`src/rtl/buffer_datos.sv`:
```
// ---------------------------------------------------------------------------
// buffer_datos
//   Synchronous FIFO that captures words from the lab data generator and
//   hands them to downstream consumers over a valid/ready stream. It also
//   reports occupancy, almost-full and a sticky overflow flag so that the
//   generator's write rate can be monitored.
//
// Ports
//   clk          system clock; all state updates on the rising edge
//   rst          synchronous reset, active-high
//   wr_en        write request from the generator
//   wr_data      word from the generator
//   rd_ready     consumer accepts rd_data this cycle
//   clr_ovf      clears the sticky overflow flag
//   rd_valid     FIFO holds at least one word
//   rd_data      oldest stored word (first-word fall-through)
//   count        current occupancy, 0..DEPTH
//   full         count == DEPTH
//   empty        count == 0
//   almost_full  count >= AF_LEVEL
//   overflow     sticky; a write was dropped
// ---------------------------------------------------------------------------
module buffer_datos #(
  parameter int WIDTH    = 16,
  parameter int DEPTH    = 8,
  parameter int AF_LEVEL = 6
) (
  input  logic                         clk,
  input  logic                         rst,
  input  logic                         wr_en,
  input  logic [WIDTH-1:0]             wr_data,
  input  logic                         rd_ready,
  input  logic                         clr_ovf,
  output logic                         rd_valid,
  output logic [WIDTH-1:0]             rd_data,
  output logic [$clog2(DEPTH+1)-1:0]   count,
  output logic                         full,
  output logic                         empty,
  output logic                         almost_full,
  output logic                         overflow
);

  localparam int PW = $clog2(DEPTH);
  localparam int CW = $clog2(DEPTH+1);

  logic [WIDTH-1:0] mem [DEPTH];
  logic [PW-1:0]    wr_ptr;
  logic [PW-1:0]    rd_ptr;
  logic             push;
  logic             pop;

  // Flags come straight from the registered count, so they only move on edges.
  assign empty       = (count == '0);
  assign full        = (count == CW'(DEPTH));
  assign almost_full = (count >= CW'(AF_LEVEL));
  assign rd_valid    = !empty;
  assign rd_data     = mem[rd_ptr];

  // A pop frees a slot in the same cycle, so a write into a full FIFO is
  // still accepted when the consumer drains at the same time.
  assign pop  = rd_valid && rd_ready;
  assign push = wr_en && (!full || pop);

  // Storage: data only, never reset; stale contents are unreachable once
  // the pointers have been cleared.
  always_ff @(posedge clk) begin
    if (push && !rst) begin
      mem[wr_ptr] <= wr_data;
    end
  end

  // Control state: pointers wrap naturally because DEPTH is a power of two.
  always_ff @(posedge clk) begin
    if (rst) begin
      wr_ptr   <= '0;
      rd_ptr   <= '0;
      count    <= '0;
      overflow <= 1'b0;
    end else begin
      if (push) begin
        wr_ptr <= wr_ptr + PW'(1);
      end
      if (pop) begin
        rd_ptr <= rd_ptr + PW'(1);
      end
      if (push && !pop) begin
        count <= count + CW'(1);
      end else if (pop && !push) begin
        count <= count - CW'(1);
      end
      // Setting the flag takes priority over a simultaneous clear.
      if (wr_en && full && !pop) begin
        overflow <= 1'b1;
      end else if (clr_ovf) begin
        overflow <= 1'b0;
      end
    end
  end

endmodule

```
`config.mk`:
```
export PLATFORM = sky130hd
export DESIGN_NAME = buffer_datos
export DESIGN_NICKNAME = d
export VERILOG_FILES = /design/src/rtl/buffer_datos.sv
export SDC_FILE = /design/constraint.sdc
export NUM_CORES = 1
export LEC_CHECK = 0
export ABC_CLOCK_PERIOD_IN_PS = 3200
export BUFFER_PORTS_ARGS = -buffer_cell sky130_fd_sc_hd__buf_4
export CORE_MARGIN = 2
export CORE_UTILIZATION = 55
export CTS_CLUSTER_DIAMETER = 30
export DETAILED_ROUTE_END_ITERATION = 10
export PLACE_DENSITY = 0.74
export SYNTH_ARGS = -nofsm -noshare
export SYNTH_HDL_FRONTEND = slang
export SYNTH_SLANG_ARGS = --single-unit
```
`constraint.sdc`:
```
create_clock -name clk -period 3.2 [get_ports clk]
set_input_delay 0.64 -clock clk [delete_from_list [all_inputs] [get_ports clk]]
set_output_delay 0.64 -clock clk [all_outputs]
set_load 0.01 [all_outputs]
```
==> run_results.csv, run 1 <==
group,metric,value,unit
timing,finalCriticalPeriod,2872,ps
clock_network,clk_latency,520,ps
timing,max_slew_margin,0.4226,
floorplan,initial_utilization,0.5708,
final_layout,syn_to_final_growth,19.51,%
synthesis,async_flop_share,0,
grt,grt_antenna_before_repair,0,
final_layout,stdcell_area,6729,um2
timing,hold_violations,0,
timing,setup_ws,327.9,ps
clock_network,cts_buffers,17,
synthesis,ys_top_cells_by_count,"edfxtp_1 (128), mux4_1 (28), mux2_2 (17)",
place,place_ws,437.0,ps
grt,grt_pass1_vias,2729,
synthesis,yosysWarnings,0,
timing,hold_ws,354.3,ps
clock_network,post_cts_resized,0,
synthesis,syn-instance-count,268,
routing,vias,2680,
setup_path,cp.arrival,2230,ps
clock_network,cts.path.max_buffers,2,
timing,fmax,348.2,MHz
setup_path,worstPathRequired,2560,ps
timing,fin_crit_sh,0.8975,
run,timing.max_cap.violations,0,
place,place_area,6178,um2
floorplan,ioPinCount,46,
floorplan,rows,36,
power_and_ir_drop,leakage,2.331,nW
clock_network,clk_pin_slew,60,ps
hold_path,hp-class,"input pin to flip-flop",
setup_path,crit_type,"flip-flop to output port",
timing,finalSetupViolations,0,
routing,ant_nets,0,
power_and_ir_drop,peakVddDrop,0.4934,mV
synthesis,ys_types,35,
routing,vias_per_cell,5.618,
synthesis,synth_edf_count,128,
timing,rsz0062_at_grt,"no",
clock_network,cts_tree,"done",
synthesis,syn_nets,295,
synthesis,syn_area,5630,um2
routing,wirelength,9811,um
grt,grt_pass1_wl,15370,um
final_layout,drive_gt1_frac,0.3430,
synthesis,synth_most_common_cell,"edfxtp_1",
routing,wl_per_cell,20.57,um
run_status,status,"finished, final reports clean",
grt,grt_remaining_overflow,0,
final_layout,antenna_cells,0,
synthesis,synth_ff_type,"edfxtp_1",
clock_network,root_buffer,"clkbuf_8",
grt,grt_usage,0.1946,
synthesis,yosysTopAreaCell,"edfxtp_1",
final_layout,regArea,4124,um2
clock_network,htree_levels,4,
place,port_buffers,45,
synthesis,seq_area_frac_synth,0.7324,
timing,slew_violations,0,
timing,worst_pin_slew,862.9,ps
synthesis,synth-seq-cells,142,
synthesis,synth_area_leaders,"edfxtp_1 (68%), mux4_1 (13%), dfxtp_1 (5.0%)",
clock_network,cts_hold_buf,0,
clock_network,cts.sinks,142,
final_layout,nFillCells,616,
floorplan,core-area,9864,um2
power_and_ir_drop,p_per_area,754.8,nW/um2
floorplan,die_area,11060,um2
final_layout,multi_input_area,1429,um2
timing,skew,6.882,ps
setup_path,end_kind,"output port",
power_and_ir_drop,p_total,5.079,mW
final_layout,fin_nets,358,
synthesis,synth_top_area_share,0.6827,
clock_network,cts_setup_buffers,0,
routing,drt-pass1-iter-count,5,
synthesis,syn_avg_cell_area,21.01,um2
floorplan,die_h,105.2,um
grt,grt_max_degree,33,
routing,drc_errors,0,
timing,setup_tns,0,ps
setup_path,crit_path_start_kind,"flip-flop",
floorplan,die_x,105.2,um
place,gp_congestion,0.7856,
setup_path,cp_max_fo,32,
routing,drtIter0Drc,187,
place,dp_hpwl,5519,um
-- sequential cells by signal, summed over array words and instances, names as in the netlist, named ones only --
signal / count
count: 4
mem: 128
overflow: 1
rd_ptr: 3
wr_ptr: 3
-- per-layer routing --
metal,vias to the layer above,global-route usage,wire length [um],part of all wire
met5,-,0,0,0
li1,1238,-,-,-
met2,82,0.3111,5110,0.52
met3,11,0.05614,579,0.059
met1,1349,0.2550,3994,0.41
met4,0,0.07429,127,0.013
-- area by class of cell --
type | count | area share
inverters | 5 | 0.002789
repair buffers | 57 | 0.06545
well taps | 133 | 0.02473
flip-flops and latches | 142 | 0.6129
clock inverters | 15 | 0.02027
clock buffers | 17 | 0.06155
multi-input cells | 108 | 0.2123
-- worst max-delay path, stage by stage, from the launching register on --
cell	delay (ps)
dfxtp_1	350
buf_12	230
mux4_1	650
mux2_2	300
buf_4	140
-- where the power goes --
part	internal (mW)	total (mW)	switching [mW]	leakage, nW
clock	1.04	1.81	0.768	0.257
combinational	0.621	1.12	0.501	0.803
sequential	2.10	2.15	0.0529	1.27
total	3.76	5.08	1.32	2.33
-- through the flow --
stage / utilization / cells
3_3_place_gp: 0.6263 / 445
5_1_grt: 0.6821 / 477
3_5_place_dp: 0.6263 / 445
2_1_floorplan: - / 268
4_1_cts: 0.6821 / 477
6_report: 0.6821 / 477
-- worst paths after layout --
kind                                             start  cells past startpoint                    end  slack [ps]
worst max register to register   count[0]$_SDFFE_PP0P_                     10  count[3]$_SDFFE_PP0P_         380
worst min-delay path                        wr_data[2]                      1    mem[1][2]$_DFFE_PP_         350
worst max-delay path                         flip-flop                      4             rd_data[4]         330
worst min register to register  rd_ptr[1]$_SDFFE_PP0N_                      2              flip-flop         490
-- cell usage in the layout (no fill, tap or decap), types with 3 or more instances in the layout --
cell	n
dfxtp_1	14
ha_1	5
clkinvlp_4	5
buf_4	56
inv_1	4
xor2_1	4
inv_6	5
mux2_2	17
mux4_2	4
nand2_1	6
nand3_1	3
edfxtp_1	128
mux4_1	28
nor2_1	16
a21oi_1	5
clkbuf_16	16
-- cell families (layout without fill, tap and decap cells) --
| logic type | count (synthesis) | count (layout) | share of synthesized area |
|---|---|---|---|
| mux | 50 | 50 | 0.1824 |
| xor+xnor | 5 | 5 | 0.007777 |
| flops | 142 | 142 | 0.7324 |
| buf+inv | 18 | 94 | 0.01777 |
| fa+ha+maj | 6 | 6 | 0.01467 |
| simple gates | 36 | 36 | 0.03222 |
| compound gates | 11 | 11 | 0.01267 |
Power figures use the tool's default switching activity.
==> run 2, diff against run 1 <==
--- a/config.mk
+++ b/config.mk
@@ -6,12 +6,13 @@
 export NUM_CORES = 1
 export LEC_CHECK = 0
 export ABC_CLOCK_PERIOD_IN_PS = 3200
-export BUFFER_PORTS_ARGS = -buffer_cell sky130_fd_sc_hd__buf_4
+export BUFFER_PORTS_ARGS = -buffer_cell sky130_fd_sc_hd__buf_2
 export CORE_MARGIN = 2
 export CORE_UTILIZATION = 55
 export CTS_CLUSTER_DIAMETER = 30
 export DETAILED_ROUTE_END_ITERATION = 10
 export PLACE_DENSITY = 0.74
+export RECOVER_POWER = 50
 export SYNTH_ARGS = -nofsm -noshare
 export SYNTH_HDL_FRONTEND = slang
 export SYNTH_SLANG_ARGS = --single-unit
==> run_results.csv, run 2 (synthesis gave the netlist of run 1 again) <==
group,metric,value,unit
routing,drc_errors,0,
clock_network,post_cts_resized,0,
timing,hold_violations,0,
timing,finalSetupViolations,0,
grt,grt_pass1_vias,2740,
floorplan,die_area,11060,um2
final_layout,largestRegisters,"mem x128, count x4",
floorplan,rows,36,
grt,grt_remaining_overflow,0,
routing,wirelength,9693,um
clock_network,clk_latency,520,ps
timing,skew,6.590,ps
timing,finalCriticalPeriod,2815,ps
final_layout,fin_nets,357,
power_and_ir_drop,p_per_area,775.6,nW/um2
timing,hold_ws,428.1,ps
clock_network,cts.path.max_buffers,2,
timing,fin_crit_sh,0.8796,
grt,grt_antenna_before_repair,0,
clock_network,clk_pin_slew,60,ps
routing,drtIter0Drc,169,
setup_path,worstPathRequired,2560,ps
clock_network,cts_setup_buffers,0,
setup_path,crit_type,"flip-flop to output port",
final_layout,drive_gt1_frac,0.2632,
floorplan,initial_utilization,0.5708,
timing,rsz0062_at_grt,"no",
clock_network,cts_buffers,17,
place,gp_congestion,0.8397,
final_layout,top_register,"mem",
setup_path,crit_path_start_kind,"flip-flop",
run_status,status,"finished, final reports clean",
routing,wl_per_cell,20.41,um
grt,grt_pass1_wl,15080,um
routing,vias_per_cell,5.707,
routing,vias,2711,
timing,setup_tns,0,ps
clock_network,cts.sinks,142,
setup_path,cp_max_fo,32,
routing,drt-pass1-iter-count,4,
place,dp_hpwl,5795,um
floorplan,die_h,105.2,um
timing,fmax,355.3,MHz
run,timing.max_cap.violations,0,
hold_path,hp-class,"input pin to flip-flop",
grt,grt_max_degree,33,
power_and_ir_drop,peakVddDrop,0.4271,mV
final_layout,layout_common_cells,"edfxtp_1 (128), mux4_1 (28), buf_2 (26)",
final_layout,syn_to_final_growth,17.24,%
floorplan,die_x,105.2,um
place,port_buffers,45,
clock_network,root_buffer,"clkbuf_8",
final_layout,final_common_cell,"edfxtp_1",
clock_network,cts_tree,"done",
floorplan,ioPinCount,46,
routing,ant_nets,0,
setup_path,cp.arrival,2170,ps
power_and_ir_drop,leakage,2.259,nW
floorplan,core-area,9864,um2
timing,slew_violations,0,
setup_path,end_kind,"output port",
timing,worst_pin_slew,964.0,ps
final_layout,antenna_cells,0,
clock_network,cts_hold_buf,0,
grt,grt_usage,0.1903,
final_layout,largest_reg_flops,128,
clock_network,htree_levels,4,
timing,max_slew_margin,0.3550,
run 2: area by class of cell:
type / count / area, um2
fillers: 648 / 3263
well taps: 133 / 166.4
clock buffers: 18 / 417.9
multi-input cells: 108 / 1405
inverters: 5 / 18.77
clock inverters: 13 / 172.7
flip-flops and latches: 142 / 4124
repair buffers: 56 / 296.5
run 2: power breakdown:
part	switching [mW]	internal (mW)	total, mW
registers	0.0516	2.10	2.15
clock network	0.701	1.25	1.95
logic	0.487	0.533	1.02
run 2: critical path, stage by stage (launching register included):
cell     delay, ps
dfxtp_1        350
buf_12         240
mux4_1         610
mux2_2         280
buf_2          140
run 2: worst paths after layout:
| path | startpoint | end | slack [ps] | cells past startpoint |
|---|---|---|---|---|
| worst max-delay path | flip-flop | rd_data[6] | 390 | 4 |
| worst min-delay path | clr_ovf | overflow$_SDFFE_PP0P_ | 430 | 4 |
| worst min register to register | wr_ptr[0]$_SDFFE_PP0N_ | wr_ptr[0]$_SDFFE_PP0N_ | 500 | 2 |
| worst max register to register | count[0]$_SDFFE_PP0P_ | count[3]$_SDFFE_PP0P_ | 400 | 10 |
run 2: metal layers:
layer	up-vias	track usage	routed length, um
li1	1235	-	-
met1	1392	0.2457	4206
met2	73	0.3101	4898
met3	11	0.05053	484
met4	0	0.07429	102
met5	-	0	0
run 2: per-stage QoR:
stage	instance area (um2)	std cells	power [mW]	utilization	setup WS [ps]
final	6601	475	5.120	0.6692	385.1
after CTS	6649	475	5.180	0.6740	359.0
after detailed placement	6058	444	3.235	0.6142	478.5
after global placement	6058	444	3.217	0.6142	530.9
after floorplan	5630	268	2.966	-	305.8
after global routing	6601	475	5.325	0.6692	185.1
==> run 3, diff against run 2 <==
--- a/config.mk
+++ b/config.mk
@@ -5,6 +5,7 @@
 export SDC_FILE = /design/constraint.sdc
 export NUM_CORES = 1
 export LEC_CHECK = 0
+export ABC_AREA = 1
 export ABC_CLOCK_PERIOD_IN_PS = 3200
 export BUFFER_PORTS_ARGS = -buffer_cell sky130_fd_sc_hd__buf_2
 export CORE_MARGIN = 2
==> run_results.csv, run 3 <==
group,metric,value,unit
timing,max_slew_margin,0.2669,
synthesis,muxShareOfSynthArea,0,
setup_path,worstPathRequired,2560,ps
setup_path,r2r_cells,5,
grt,grt_pass1_vias,3873,
place,dp_hpwl,6592,um
timing,finalCriticalPeriod,2850,ps
synthesis,synth_most_common_cell,"nor2_1",
final_layout,antenna_cells,0,
floorplan,die_x,107.5,um
timing,worst_pin_slew,1100,ps
synthesis,synth_xor_area_frac,0.004460,
synthesis,synth_ff_type,"edfxtp_1",
routing,ant_nets,0,
setup_path,crit_end,"rd_data[4]",
timing,fin_crit_sh,0.8907,
routing,wl_per_cell,15.89,um
synthesis,synth_top_family_by_area,"simple AND/OR/NAND/NOR gates",
final_layout,drive_gt1_frac,0.1213,
synthesis,yosysWarnings,0,
setup_path,ff2ff_setup_slack,870,ps
synthesis,synth_compound_area_frac,0.06371,
timing,rsz0062_at_grt,"no",
synthesis,synth_fa_ha_area_frac,0.01402,
synthesis,yosysTopAreaCell,"edfxtp_1",
power_and_ir_drop,p_comb_frac,0.258,
final_layout,syn_to_final_growth,13.97,%
final_layout,regArea,4125,um2
final_layout,multi_input_area,1504,um2
synthesis,syn_avg_cell_area,10.97,um2
power_and_ir_drop,p_int,3.670,mW
clock_network,cts_setup_buffers,0,
setup_path,cp_max_fo,64,
setup_path,r2r-start,"count[1]$_SDFFE_PP0P_",
grt,grt_usage,0.2182,
routing,wirelength,11730,um
synthesis,synth_area_leaders,"edfxtp_1 (65%), nor2_1 (9.6%), nand2_1 (6.4%)",
floorplan,ioPinCount,46,
run_status,status,"finished, final reports clean",
power_and_ir_drop,seqPwrFrac,0.408,
power_and_ir_drop,peakVddDrop,0.4795,mV
power_and_ir_drop,p_sw,1.662,mW
final_layout,largest_reg_flops,128,
run,timing.max_cap.violations,0,
timing,finalSetupViolations,0,
synthesis,ys_top_cells_by_count,"nor2_1 (151), edfxtp_1 (128), nand2_1 (100)",
synthesis,async_flop_share,0,
clock_network,cts_hold_buf,0,
routing,vias,3954,
floorplan,die_area,11560,um2
final_layout,stdcell_area,6715,um2
synthesis,yosys.area_share.simple,0.1782,
clock_network,clk_latency,510,ps
clock_network,clk_pin_slew,60,ps
setup_path,crit_path_start_kind,"flip-flop",
routing,vias_per_cell,5.358,
clock_network,cts.path.max_buffers,2,
synthesis,synth-seq-cells,142,
clock_network,root_buffer,"clkbuf_8",
clock_network,post_cts_resized,0,
final_layout,nFillCells,783,
power_and_ir_drop,switching_share,0.3117,
final_layout,largestRegisters,"mem x128, count x4",
floorplan,initial_utilization,0.5682,
clock_network,cts_buffers,17,
place,place_area,6227,um2
hold_path,hp-class,"input pin to flip-flop",
synthesis,ys_types,23,
synthesis,syn_area,5892,um2
setup_path,r2r-end,"mem[7][13]$_DFFE_PP_",
grt,grt_pass1_wl,18760,um
grt,grt_antenna_before_repair,0,
final_layout,fin_cells,738,
timing,fmax,350.9,MHz
synthesis,syn_nets,564,
timing,hold_violations,0,
final_layout,top_register,"mem",
grt,grt_remaining_overflow,0,
power_and_ir_drop,leakage,2.609,nW
final_layout,final_util,0.6476,
clock_network,htree_levels,4,
timing,slew_violations,0,
power_and_ir_drop,p_per_area,794.0,nW/um2
final_layout,final_common_cell,"nor2_1",
setup_path,cp.arrival,2210,ps
timing,skew,6.132,ps
synthesis,seq_area_frac_synth,0.6999,
floorplan,core-area,10370,um2
place,gp_congestion,0.7956,
timing,setup_tns,0,ps
synthesis,synth_edf_count,128,
clock_network,cts_tree,"done",
place,port_buffers,45,
final_layout,layout_common_cells,"nor2_1 (152), edfxtp_1 (128), nand2_1 (101)",
floorplan,rows,37,
clock_network,cts.sinks,142,
power_and_ir_drop,pwr-share-clk,0.334,
grt,grt_max_degree,65,
synthesis,synth_top_area_share,0.6524,
routing,drt-pass1-iter-count,8,
final_layout,fin_nets,617,
routing,drc_errors,0,
routing,drtIter0Drc,277,
power_and_ir_drop,p_total,5.332,mW
place,dp_cells,707,
synthesis,syn-instance-count,537,
floorplan,die_h,107.5,um
setup_path,end_kind,"output port",
setup_path,crit_type,"flip-flop to output port",
==> run 3: cells by family (layout without fill, tap and decap cells) <==
group / Yosys count / in the layout
AND/OR/NAND/NOR: 266 / 266
flip-flops: 142 / 142
AO/OA/AOI/OAI: 75 / 75
buffers and inverters: 45 / 110
adder cells (fa/ha/maj): 6 / 6
XOR/XNOR: 3 / 3
==> run 3: metal layers <==
metal	part of all wire	global-route usage	up-vias
met4	0.015	0.09249	0
met3	0.062	0.05751	18
met2	0.50	0.3585	141
met1	0.42	0.2745	1884
met5	0	0	-
li1	-	-	1911
==> run 3: metrics by stage <==
stage / hold WS (ps) / setup slack [ps]
detailed placement: 457.8 / 802.3
global placement: 450.6 / 853.8
global route: 401.3 / 79.93
floorplan: 457.9 / 1057
finish: 373.5 / 349.9
CTS: 357.7 / 316.9
==> run 3: final cells by class <==
cell class | count | share of cell area
repair buffers | 57 | 0.04323
inverters | 22 | 0.01230
well taps | 136 | 0.02534
flip-flops and latches | 142 | 0.6143
clock inverters | 13 | 0.01863
clock buffers | 18 | 0.06223
multi-input cells | 350 | 0.2240
==> run 3: worst max-delay path, cell delays in order, from the launching register on <==
cell and delay [ps]:
dfxtp_2 320, inv_2 730, o21ai_1 180, nand2_1 130, nand2_1 60, nand2_1 120, buf_2 140
==> run 3: power by group through the flow <==
| stage | sequential, mW | combinational (mW) | clock [mW] |
|---|---|---|---|
| 6_report | 2.17 | 1.38 | 1.78 |
| 5_1_grt | 2.19 | 1.56 | 1.88 |
| 4_1_cts | 2.18 | 1.42 | 1.80 |
| 3_5_place_dp | 2.22 | 1.40 | 0 |
| 3_3_place_gp | 2.22 | 1.35 | 0 |
| 2_1_floorplan | 2.22 | 1.02 | 0 |
==> run 3: worst min path at each step <==
stage,start,depth (start not counted),end
floorplan,rd_ptr[2]$_SDFFE_PP0N_,2,flip-flop
global placement,overflow$_SDFFE_PP0P_,2,overflow$_SDFFE_PP0P_
detailed placement,overflow$_SDFFE_PP0P_,2,overflow$_SDFFE_PP0P_
CTS,clr_ovf,4,overflow$_SDFFE_PP0P_
global route,rst,2,count[0]$_SDFFE_PP0P_
finish,clr_ovf,4,overflow$_SDFFE_PP0P_
